### config.mk
export PLATFORM = sky130hd
export DESIGN_NAME = interleaver_ctrl_flat
export DESIGN_NICKNAME = d
export VERILOG_FILES = /design/src/rtl/wlan_ilv_pkg.sv /design/src/rtl/interleaver_ctrl_if.sv /design/src/rtl/ilv_addr_gen.sv /design/src/rtl/interleaver_ctrl.sv /design/src/flat_wrapper.sv
export SDC_FILE = /design/constraint.sdc
export NUM_CORES = 1
export LEC_CHECK = 0
export BUFFER_PORTS_ARGS = -buffer_cell sky130_fd_sc_hd__buf_2
export CORE_MARGIN = 5
export CORE_UTILIZATION = 35
export CTS_BUF_LIST = sky130_fd_sc_hd__clkbuf_8
export DETAILED_ROUTE_END_ITERATION = 12
export GPL_TIMING_DRIVEN = 0
export PLACE_DENSITY = 0.5
export SYNTH_ARGS = -nofsm -noshare
export SYNTH_HDL_FRONTEND = slang
export SYNTH_SLANG_ARGS = --single-unit
### constraint.sdc
create_clock -name clk -period 10.9 [get_ports clk]
set_clock_uncertainty 0.05 [all_clocks]
set_input_delay 0.545 -clock clk [delete_from_list [all_inputs] [get_ports clk]]
set_output_delay 0.545 -clock clk [all_outputs]
set_load 0.005 [all_outputs]
### src/rtl/wlan_ilv_pkg.sv
// rtl/wlan_ilv_pkg.sv - shared types and per-rate constants for the 802.11a interleaver controller
// Contents: rate codes, FSM state encoding, NCBPS / (NCBPS/16) / s tables and lookup functions.
package wlan_ilv_pkg;

  typedef enum logic [1:0] {
    RATE_BPSK  = 2'b00,
    RATE_QPSK  = 2'b01,
    RATE_16QAM = 2'b10,
    RATE_64QAM = 2'b11
  } rate_e;

  typedef enum logic [2:0] {
    IDLE   = 3'd0,
    FILL   = 3'd1,
    STREAM = 3'd2,
    PAD    = 3'd3,
    DRAIN  = 3'd4
  } state_e;

  localparam int NCBPS_BPSK  = 48;
  localparam int NCBPS_QPSK  = 96;
  localparam int NCBPS_16QAM = 192;
  localparam int NCBPS_64QAM = 288;

  localparam int NROW_BPSK  = 3;
  localparam int NROW_QPSK  = 6;
  localparam int NROW_16QAM = 12;
  localparam int NROW_64QAM = 18;

  localparam int S_BPSK  = 1;
  localparam int S_QPSK  = 1;
  localparam int S_16QAM = 2;
  localparam int S_64QAM = 3;

  function automatic int ncbps(rate_e r);
    case (r)
      RATE_BPSK:  return NCBPS_BPSK;
      RATE_QPSK:  return NCBPS_QPSK;
      RATE_16QAM: return NCBPS_16QAM;
      default:    return NCBPS_64QAM;
    endcase
  endfunction

  // Rows of the 16-column write matrix, i.e. NCBPS/16.
  function automatic int nrows(rate_e r);
    case (r)
      RATE_BPSK:  return NROW_BPSK;
      RATE_QPSK:  return NROW_QPSK;
      RATE_16QAM: return NROW_16QAM;
      default:    return NROW_64QAM;
    endcase
  endfunction

endpackage

### src/rtl/interleaver_ctrl_if.sv
// rtl/interleaver_ctrl_if.sv - coded-bit input and RAM sequencing bus of the interleaver controller
// master: drives frame_start/rate/in_valid/frame_end, observes RAM strobes and status.
// slave : the controller. sym_count exists only when SYM_CNT_EN is defined.
interface interleaver_ctrl_if #(
  parameter int AW = 9,
  parameter int CW = 16
);
  logic          frame_start;
  logic [1:0]    rate;
  logic          in_valid;
  logic          frame_end;
  logic          wr_en;
  logic          wr_bank;
  logic [AW-1:0] wr_addr;
  logic          wr_zero;
  logic          rd_en;
  logic          rd_bank;
  logic [AW-1:0] rd_addr;
  logic          out_valid;
  logic          busy;
  logic          err;
`ifdef SYM_CNT_EN
  logic [CW-1:0] sym_count;
`endif

  modport master (
    output frame_start, rate, in_valid, frame_end,
    input  wr_en, wr_bank, wr_addr, wr_zero, rd_en, rd_bank, rd_addr, out_valid, busy, err
`ifdef SYM_CNT_EN
    , input sym_count
`endif
  );

  modport slave (
    input  frame_start, rate, in_valid, frame_end,
    output wr_en, wr_bank, wr_addr, wr_zero, rd_en, rd_bank, rd_addr, out_valid, busy, err
`ifdef SYM_CNT_EN
    , output sym_count
`endif
  );
endinterface

### src/rtl/ilv_addr_gen.sv
// rtl/ilv_addr_gen.sv - combinational 802.11a two-step permutation of write index k
// Ports: rate_i (latched rate), col_i = k mod 16, row_i = k / 16, j_o = permuted RAM index.
module ilv_addr_gen
  import wlan_ilv_pkg::*;
#(
  parameter int AW = 9
) (
  input  rate_e         rate_i,
  input  logic [3:0]    col_i,
  input  logic [4:0]    row_i,
  output logic [AW-1:0] j_o
);

  logic [AW:0] n_w;
  logic [AW:0] nrow_w;
  logic [AW:0] col_w;
  logic [AW:0] i_w;
  logic [AW:0] t_w;
  logic [AW:0] i_mod;
  logic [AW:0] t_mod;

  always_comb begin
    n_w    = (AW+1)'(ncbps(rate_i));
    nrow_w = (AW+1)'(nrows(rate_i));
    col_w  = {{(AW-3){1'b0}}, col_i};
    // First permutation: i = (N/16)*col + row.
    i_w    = nrow_w * col_w + {{(AW-4){1'b0}}, row_i};
    // i >= col always (N/16 >= 3), so i + N - col never underflows.
    t_w    = i_w + n_w - col_w;
    // s is 1, 2 or 3: the remainders are a wire, a bit, or a constant-3 modulo.
    case (rate_i)
      RATE_16QAM: begin
        i_mod = {{AW{1'b0}}, i_w[0]};
        t_mod = {{AW{1'b0}}, t_w[0]};
      end
      RATE_64QAM: begin
        i_mod = i_w % (AW+1)'(3);
        t_mod = t_w % (AW+1)'(3);
      end
      default: begin
        i_mod = '0;
        t_mod = '0;
      end
    endcase
    // Second permutation: j = s*floor(i/s) + (i + N - col) mod s.
    j_o = AW'(i_w - i_mod + t_mod);
  end

endmodule

### src/rtl/interleaver_ctrl.sv
// rtl/interleaver_ctrl.sv - ping-pong bank sequencer for the 802.11a bit interleaver RAM
// Ports: clk, reset (async active-low), bus (interleaver_ctrl_if.slave: coded-bit input
// qualifiers in, RAM write/read strobes, addresses, banks, out_valid, busy, err out).
// Optional: define SYM_CNT_EN to add the saturating sym_count of completed read passes.
module interleaver_ctrl
  import wlan_ilv_pkg::*;
#(
  parameter int AW = 9,
  parameter int CW = 16
) (
  input  logic clk,
  input  logic reset,
  interleaver_ctrl_if.slave bus
);

  state_e        state_q, state_d;
  rate_e         rate_q, rate_d;
  logic [3:0]    col_q, col_d;
  logic [4:0]    row_q, row_d;
  logic          bank_q, bank_d;
  logic          rd_act_q, rd_act_d;
  logic [AW-1:0] rd_addr_q, rd_addr_d;
  logic          out_valid_q;
  logic          err_q, err_d;

  logic [AW-1:0] n_m1;
  logic [4:0]    last_row;
  logic          sym_last;
  logic          wr_fire;
  logic          sym_done;
  logic          rd_last;
  logic [AW-1:0] j_w;

  ilv_addr_gen #(.AW(AW)) u_addr_gen (
    .rate_i (rate_q),
    .col_i  (col_q),
    .row_i  (row_q),
    .j_o    (j_w)
  );

  always_comb begin
    n_m1     = AW'(ncbps(rate_q) - 1);
    last_row = 5'(nrows(rate_q) - 1);
    sym_last = (col_q == 4'd15) && (row_q == last_row);
    wr_fire  = (((state_q == FILL) || (state_q == STREAM)) && bus.in_valid) || (state_q == PAD);
    sym_done = wr_fire && sym_last;
    rd_last  = rd_act_q && (rd_addr_q == n_m1);
  end

  always_comb begin
    state_d   = state_q;
    rate_d    = rate_q;
    col_d     = col_q;
    row_d     = row_q;
    bank_d    = bank_q;
    rd_act_d  = rd_act_q;
    rd_addr_d = rd_addr_q;

    case (state_q)
      IDLE: begin
        if (bus.frame_start) begin
          state_d = FILL;
          rate_d  = rate_e'(bus.rate);
          col_d   = '0;
          row_d   = '0;
        end
      end
      FILL, STREAM: begin
        if (bus.in_valid) begin
          if (sym_last)           state_d = bus.frame_end ? DRAIN : STREAM;
          else if (bus.frame_end) state_d = PAD;
        end
      end
      PAD:     if (sym_last) state_d = DRAIN;
      DRAIN:   if (rd_last)  state_d = IDLE;
      default: state_d = IDLE;
    endcase

    if (wr_fire) begin
      if (sym_last) begin
        col_d = '0;
        row_d = '0;
      end else if (col_q == 4'd15) begin
        col_d = '0;
        row_d = row_q + 5'd1;
      end else begin
        col_d = col_q + 4'd1;
      end
    end

    // A completed symbol swaps banks and (re)starts the read of the bank just filled;
    // the previous pass has always finished by then since a symbol takes >= N cycles.
    if (sym_done) begin
      bank_d    = ~bank_q;
      rd_act_d  = 1'b1;
      rd_addr_d = '0;
    end else if (rd_act_q) begin
      if (rd_last) rd_act_d  = 1'b0;
      else         rd_addr_d = rd_addr_q + AW'(1);
    end

    err_d = (bus.frame_start && (state_q != IDLE)) ||
            (bus.in_valid && (state_q == IDLE)) ||
            (bus.frame_end && !bus.in_valid);
  end

  always_ff @(posedge clk or negedge reset) begin
    if (!reset) begin
      state_q     <= IDLE;
      rate_q      <= RATE_BPSK;
      col_q       <= '0;
      row_q       <= '0;
      bank_q      <= 1'b0;
      rd_act_q    <= 1'b0;
      rd_addr_q   <= '0;
      out_valid_q <= 1'b0;
      err_q       <= 1'b0;
    end else begin
      state_q     <= state_d;
      rate_q      <= rate_d;
      col_q       <= col_d;
      row_q       <= row_d;
      bank_q      <= bank_d;
      rd_act_q    <= rd_act_d;
      rd_addr_q   <= rd_addr_d;
      out_valid_q <= rd_act_q;
      err_q       <= err_d;
    end
  end

`ifdef SYM_CNT_EN
  logic [CW-1:0] sym_cnt_q, sym_cnt_d;

  always_comb begin
    sym_cnt_d = sym_cnt_q;
    if ((state_q == IDLE) && bus.frame_start)  sym_cnt_d = '0;
    else if (rd_last && (sym_cnt_q != '1))      sym_cnt_d = sym_cnt_q + CW'(1);
  end

  always_ff @(posedge clk or negedge reset) begin
    if (!reset) sym_cnt_q <= '0;
    else        sym_cnt_q <= sym_cnt_d;
  end

  assign bus.sym_count = sym_cnt_q;
`endif

  assign bus.wr_en     = wr_fire;
  assign bus.wr_bank   = bank_q;
  assign bus.wr_addr   = j_w;
  assign bus.wr_zero   = (state_q == PAD);
  assign bus.rd_en     = rd_act_q;
  // The read side always targets the bank opposite the current write bank.
  assign bus.rd_bank   = rd_act_q & ~bank_q;
  assign bus.rd_addr   = rd_addr_q;
  assign bus.out_valid = out_valid_q;
  assign bus.busy      = (state_q != IDLE);
  assign bus.err       = err_q;

endmodule

### src/flat_wrapper.sv
// flat-port wrapper written by rule: the top's interface ports become plain ports
module interleaver_ctrl_flat import wlan_ilv_pkg::*;
#(
  parameter int AW = 9,
  parameter int CW = 16
)
  (clk, reset, bus_frame_start, bus_rate, bus_in_valid, bus_frame_end, bus_wr_en, bus_wr_bank, bus_wr_addr, bus_wr_zero, bus_rd_en, bus_rd_bank, bus_rd_addr, bus_out_valid, bus_busy, bus_err);
  interleaver_ctrl_if #(.AW(AW), .CW(CW)) bus_i ();
  input  logic clk;
  input  logic reset;
  input wire logic [$bits(bus_i.frame_start)-1:0] bus_frame_start;
  input wire logic [$bits(bus_i.rate)-1:0] bus_rate;
  input wire logic [$bits(bus_i.in_valid)-1:0] bus_in_valid;
  input wire logic [$bits(bus_i.frame_end)-1:0] bus_frame_end;
  output wire logic [$bits(bus_i.wr_en)-1:0] bus_wr_en;
  output wire logic [$bits(bus_i.wr_bank)-1:0] bus_wr_bank;
  output wire logic [$bits(bus_i.wr_addr)-1:0] bus_wr_addr;
  output wire logic [$bits(bus_i.wr_zero)-1:0] bus_wr_zero;
  output wire logic [$bits(bus_i.rd_en)-1:0] bus_rd_en;
  output wire logic [$bits(bus_i.rd_bank)-1:0] bus_rd_bank;
  output wire logic [$bits(bus_i.rd_addr)-1:0] bus_rd_addr;
  output wire logic [$bits(bus_i.out_valid)-1:0] bus_out_valid;
  output wire logic [$bits(bus_i.busy)-1:0] bus_busy;
  output wire logic [$bits(bus_i.err)-1:0] bus_err;
  assign bus_i.frame_start = bus_frame_start;
  assign bus_i.rate = bus_rate;
  assign bus_i.in_valid = bus_in_valid;
  assign bus_i.frame_end = bus_frame_end;
  assign bus_wr_en = bus_i.wr_en;
  assign bus_wr_bank = bus_i.wr_bank;
  assign bus_wr_addr = bus_i.wr_addr;
  assign bus_wr_zero = bus_i.wr_zero;
  assign bus_rd_en = bus_i.rd_en;
  assign bus_rd_bank = bus_i.rd_bank;
  assign bus_rd_addr = bus_i.rd_addr;
  assign bus_out_valid = bus_i.out_valid;
  assign bus_busy = bus_i.busy;
  assign bus_err = bus_i.err;
  interleaver_ctrl #(.AW(AW), .CW(CW)) u_core (.clk(clk), .reset(reset), .bus(bus_i));
endmodule
Yosys cells after proc, flatten, opt, wreduce, memory -nomap -nowiden
Cells that the tools add are included.

cells by class
  add/subtract/negate cells = 10
  $mul = 1
  divide/modulo/power cells = 2
  equal/unequal tests = 16
  muxes and demuxes = 28
  bitwise operators = 2
  reduce and logical (&&, ||, !) cells = 23

operators with widths
  operator                                                                  count
  9-bit one-hot mux with 2 select lines                                     2
  9-bit two-way mux                                                         3
  9-bit one-hot mux with 3 select lines                                     1
  5-bit two-way mux                                                         5
  3-bit two-way mux                                                         7
  10-bit by 2-bit modulo with 10-bit output (second input constant)         2
  4-bit two-way mux                                                         5
  5-bit one-hot mux with 3 select lines                                     1
  3-bit one-hot mux with 4 select lines                                     1
  10-bit by 9-bit adder with 10-bit output                                  1
  9-bit by 5-bit adder with 10-bit output                                   1
  10-bit by 4-bit subtractor with 10-bit output                             1
  9-bit by 1-bit adder with 9-bit output (second input constant)            1
  9-bit adder                                                               1
  9-bit == test                                                             1
  5-bit by 4-bit multiplier with 9-bit output                               1
  9-bit by 1-bit subtractor with 9-bit output (second input constant)       1
  9-bit subtractor                                                          1
  1-bit logical AND                                                         7
  3-bit by 2-bit == test with 1-bit output (second input constant)          2
  2-bit by 1-bit inequality test with 1-bit output (second input constant)  3
  2-bit AND reduction                                                       3
  2-bit nonzero test                                                        3
  5-bit by 1-bit adder with 5-bit output (second input constant)            1
  other kinds (20)                                                          27

storage, ports and cells
  register bits after elaboration = 27
  output and inout bits = 26

Depth between registers and ports, before layout
  word-level depth = 9
  gate-level depth with buffers = 56
  gate-level depth less buffers = 52

Cells and area by module
Synthesis repeated with hierarchy kept, for this count alone.

second synthesis, totals
  cell total of the unflattened synthesis = 704
  area, all modules = 5584.1 um^2

by module, submodules not included
  module            times used  cells an instance  area each (um^2)  sequential area each (um^2)
  ilv_addr_gen      1           519                3937.5            0.0
  interleaver_ctrl  1           185                1646.6            675.6

Worst setup path after synthesis
Ideal clock, no wire load.

  path type = reg2out
  from = register u_core.rate_q[0]
  to = output bus_wr_addr[8]
  arrival time = 10.662 ns
  data required time = 10.305 ns
  setup slack = -0.357 ns
  stages on the path, launching flop included = 46
  path buffers = 2
  cells stage by stage = dfrtp_1 -> inv_1 -> ha_1 -> clkbuf_1 -> nand2b_1 -> fa_1 -> fa_1 -> inv_1 -> fa_1 -> ha_1 -> xnor2_1 -> clkbuf_1 -> inv_1 -> ha_1 -> ha_1 -> nor2b_2 -> o2111ai_2 -> a21oi_1 -> [... 10 more ...] -> o21ai_0 -> ha_1 -> inv_1 -> o21ai_0 -> o211a_1 -> fa_1 -> fa_1 -> a21oi_1 -> nor2_1 -> nor2_1 -> o21bai_1 -> a21oi_1 -> o21bai_1 -> a21oi_1 -> xnor2_1 -> xnor2_1 -> xnor2_1 -> xnor2_1

between the ends
  longest elaborated chain between the ends = 9
  elaborated cells on any way between the ends = 16
  those cells by class = add/sub: 5; mul: 1; div: 2; eq/ne: 3; mux: 4; reduce/logical: 1

ends and longest elaborated chain
  what                                           line                                                        RTL
  start, declared                                interleaver_ctrl.sv:17                                      rate_e rate_q, rate_d;
  start signal, assigned                         interleaver_ctrl.sv:120                                     rate_q <= rate_d;
  2-bit == test, or another cell as far along    wlan_ilv_pkg.sv:36, wlan_ilv_pkg.sv:46, ilv_addr_gen.sv:31
  5-bit one-hot mux with 3 select lines          wlan_ilv_pkg.sv:46                                          case (r)
  5-bit by 4-bit multiplier with 9-bit output    ilv_addr_gen.sv:27                                          i_w = nrow_w * col_w + {{(AW-4){1'b0}}, row_i};
  9-bit by 5-bit adder with 10-bit output        ilv_addr_gen.sv:27
  10-bit by 9-bit adder with 10-bit output       ilv_addr_gen.sv:29                                          t_w = i_w + n_w - col_w;
  10-bit by 4-bit subtractor with 10-bit output  ilv_addr_gen.sv:29
  10-bit by 2-bit modulo with 10-bit output      ilv_addr_gen.sv:38                                          t_mod = t_w % (AW+1)'(3);
  9-bit one-hot mux with 2 select lines          ilv_addr_gen.sv:31                                          case (rate_i)
  9-bit adder (*)                                ilv_addr_gen.sv:46                                          j_o = AW'(i_w - i_mod + t_mod);
  end, declared                                  flat_wrapper.sv:17                                          output wire logic [$bits(bus_i.wr_addr)-1:0] bus_wr_addr;

Every way passes the cells marked *; elsewhere a longest branch is shown, timed or not.

Final worst setup path
  from = register u_core.rate_q[1]
  to = output bus_wr_addr[8]

The elaborated chain is that of the path after synthesis.

==> out/results.txt <==
Outcome: finished, violations left
Violated checks: negative setup slack
CTS max path bufs: 2
Cells after DPL: 896
Switching Share: 22.1%
Final setup vio count: 1
Post-Syn Area: 0.00532 sq mm
FF+latch count, synth: 27
Power consumption: 163 uW
First-pass GRT wire length: 25800 um
Setup crit end kind: output port
Total Wirelength: 15700 um
Routed Antenna Nets: 0
Layout area overhead: 37.0%
Worst Path Max Fanout: 6
DRC viols: 0
RSZ-0062 raised after global routing: yes
IO Pins: 33
P_leak: 3.08 nW
Worst VDD drop: 0.0535 mV
Remaining Overflow, GRT: 0
DR iter-0 viols: 317
Nets: 872
Seq pwr share: 61.5%
# port buffers: 32
Routed via count: 5459
# diodes: 0
Tightest Pin Transition: 0.634 ns
Rel. slew slack: 57.4%
Pre-CTS WS: -1.54 ns
CTS sink cnt: 27
Slew Limit Fails: 0
Die height: 133 um
Die Footprint: 0.0178 sq mm
Hpwl dp: 11400 um
Number of synthesized flops with an enable pin: 0
Gr usage total: 16.9%
WS Path Type: flip-flop to output port
Period utilization: 103%
Sequential share of the synthesized area: 12.7%
Synth unique cells: 88
Initial antenna violation count: 0
Core area: 0.0150 sq mm
Rows: 45
Largest net degree at the start of global routing: 28
Clock share of power: 35.9%
Inserted Clock Buffers: 3
WL per Instance: 16.1 um
Final min period: 11.19 ns
Layout cells sized above 1: 34.3%
Yosys Warn Count: 0
WP data arrival: 10.59 ns
Clk_lat worst skew: 0.28 ns
Synthesized net count: 759
Root Driver: clkbuf_8
Cell Int Power: 127 uW
Clock-pin slew of the registers on the worst-case setup and hold paths: 0.10 ns
Main synth FF type: dfrtp_1
DRT Pass-1 Iters: 4
Finished Cell Area: 0.00729 sq mm
Setup ws final: -0.288 ns
Slowest cell on crit path: fa_1
Crit start category: flip-flop
Synth Instances: 676
Synth async-reset ratio: 100%
Final std cells w/o fill: 976
Die Width: 133 um
Htree depth: 1
Power per standard cell area: 22.4 mW/mm^2
Vias in the first global route: 5434
TritonCTS clock tree: built
Post-place instance area: 0.00578 sq mm
Final Hold Fails: 0
Fill cell count: 1416
Post-Syn Area per Cell: 7.87 sq um
Fmax: 89.4 MHz
CP max stage delay: 0.53 ns
Worst hold margin: 0.225 ns
Hold crit path type: input pin to async pin
NetSw: 36.1 uW
Final Util: 48.5%
Routed vias/inst: 5.59
Comb pwr share: 2.7%
Setup TNS: -0.288 ns
CP required: 10.31 ns
# Max-Cap Violations: 0
Initial core utilization: 35.4%
GP Congestion: 0.850
[repair_timing]
action,in CTS,in global routing
hold buffers,0,0
setup endpoints to repair,8,3
pin swaps,73,49
buffers inserted,63,22
gates resized for setup,124,31
[critical path: cells and delay by family (launching register included)]
family,cells,cell delay [ns]
fa+ha+maj,10,3.44
simple gates,5,0.69
flops,1,0.48
compound gates,16,2.76
buf+inv,12,1.42
mux,2,0.53
xor+xnor,6,0.99
[logic make-up (layout without fill, tap and decap cells)]
kind of cell    after synthesis  in the layout  synth area share [%]
simple gates                241            241                  23.7
compound gates              192            192                  26.9
buf+inv                      81            193                  6.02
fa+ha+maj                    77             77                  20.5
xor+xnor                     45             45                  7.69
flops                        27             27                  12.7
mux                          13             13                  2.59
[layout by cell type, fill, tap and decap left out, drive strengths merged, types with 4 or more instances in the layout]
| cell type | netlist | layout |
|---|---|---|
| or2 | 10 | 10 |
| and3 | 6 | 6 |
| o21ai | 40 | 40 |
| nand2 | 56 | 56 |
| nor3b | 7 | 7 |
| a211oi | 19 | 19 |
| xor2 | 18 | 18 |
| a21oi | 35 | 35 |
| and2 | 10 | 10 |
| a21o | 15 | 15 |
| xnor2 | 27 | 27 |
| o21a | 5 | 5 |
| nor2b | 7 | 7 |
| o32ai | 4 | 4 |
| fa | 17 | 17 |
| a211o | 5 | 5 |
| mux2i | 10 | 10 |
| o311ai | 5 | 5 |
| o31ai | 8 | 8 |
| dfrtp | 27 | 27 |
| nor4b | 4 | 4 |
| o21bai | 5 | 5 |
| nand3 | 20 | 20 |
| buf | 9 | 120 |
| nor3 | 22 | 22 |
| ha | 59 | 59 |
| inv | 57 | 56 |
| nand4 | 11 | 11 |
| clkbuf | 15 | 15 |
| nor4 | 9 | 9 |
| o211ai | 9 | 9 |
| nand2b | 5 | 5 |
| a22oi | 4 | 4 |
| nor2 | 60 | 60 |
| or3 | 6 | 6 |
| a31oi | 10 | 10 |
[path summary, 6_finish.rpt]
path	cells after the start	to	slack (ns)	startpoint
max in group asynchronous	1	u_core.rate_q[1]	10.14	reset
min in group clk	0	u_core.bus.out_valid	0.41	u_core.bus.rd_en
hold reg to reg	0	u_core.bus.out_valid	0.41	u_core.bus.rd_en
setup / recovery	51	bus_wr_addr[8]	-0.29	u_core.rate_q[1]
hold / removal	1	u_core.col_q[2]	0.23	reset
setup reg to reg	10	u_core.bus.wr_bank	8.25	u_core.rate_q[1]
[power by group through the flow]
stage	clock, mW	combinational [mW]	sequential [mW]
6_report	0.0586	0.00436	0.100
5_1_grt	0.0664	0.00518	0.100
4_1_cts	0.0621	0.00462	0.100
3_5_place_dp	0	0.00464	0.102
3_3_place_gp	0	0.00457	0.102
2_1_floorplan	0	0.000563	0.102
[cell type report]
class | count | area [sq um] | share of cell area [%]
buffer | 16 | 96.3 | 1.32
clock buffer | 3 | 41.3 | 0.566
clock inverter | 1 | 5.00 | 0.0686
inverter | 57 | 228 | 3.12
multi-input combinational | 568 | 5140 | 70.4
sequential | 27 | 677 | 9.28
tap | 188 | 235 | 3.23
timing repair buffer | 116 | 873 | 12.0
[cell usage after synthesis, drive strengths merged (10+ instances only)]
cell,instances,share of area (%)
a211oi,19,3.3
a21o,15,2.1
a21oi,35,3.4
a31oi,10,1.2
and2,10,1.2
clkbuf,15,1.1
dfrtp,27,13
fa,17,6.4
ha,59,14
inv,57,4.1
mux2i,10,2.0
nand2,56,4.1
nand3,20,2.0
nand4,11,1.3
nor2,60,4.3
nor3,22,2.1
o21ai,40,3.8
or2,10,1.2
xnor2,27,4.6
xor2,18,3.1
[metal layers]
layer | GRT usage [%] | vias up | share of wire, %
met5 | 0 | - | 0
met4 | 4.23 | 0 | 1.5
met3 | 0.982 | 22 | 2.6
met2 | 30.6 | 90 | 50
met1 | 21.9 | 2672 | 45
li1 | - | 2675 | -
[flip-flops by register name, summed over array words and instances, names as in the netlist]
signal / cells
u_core.row_q: 5
u_core.bus.err: 1
u_core.bus.rd_en: 1
u_core.bus.rd_addr: 9
u_core.bus.wr_bank: 1
u_core.state_q: 3
u_core.col_q: 4
u_core.bus.out_valid: 1
u_core.rate_q: 2
Note: power is estimated with default switching activity, not from simulation.
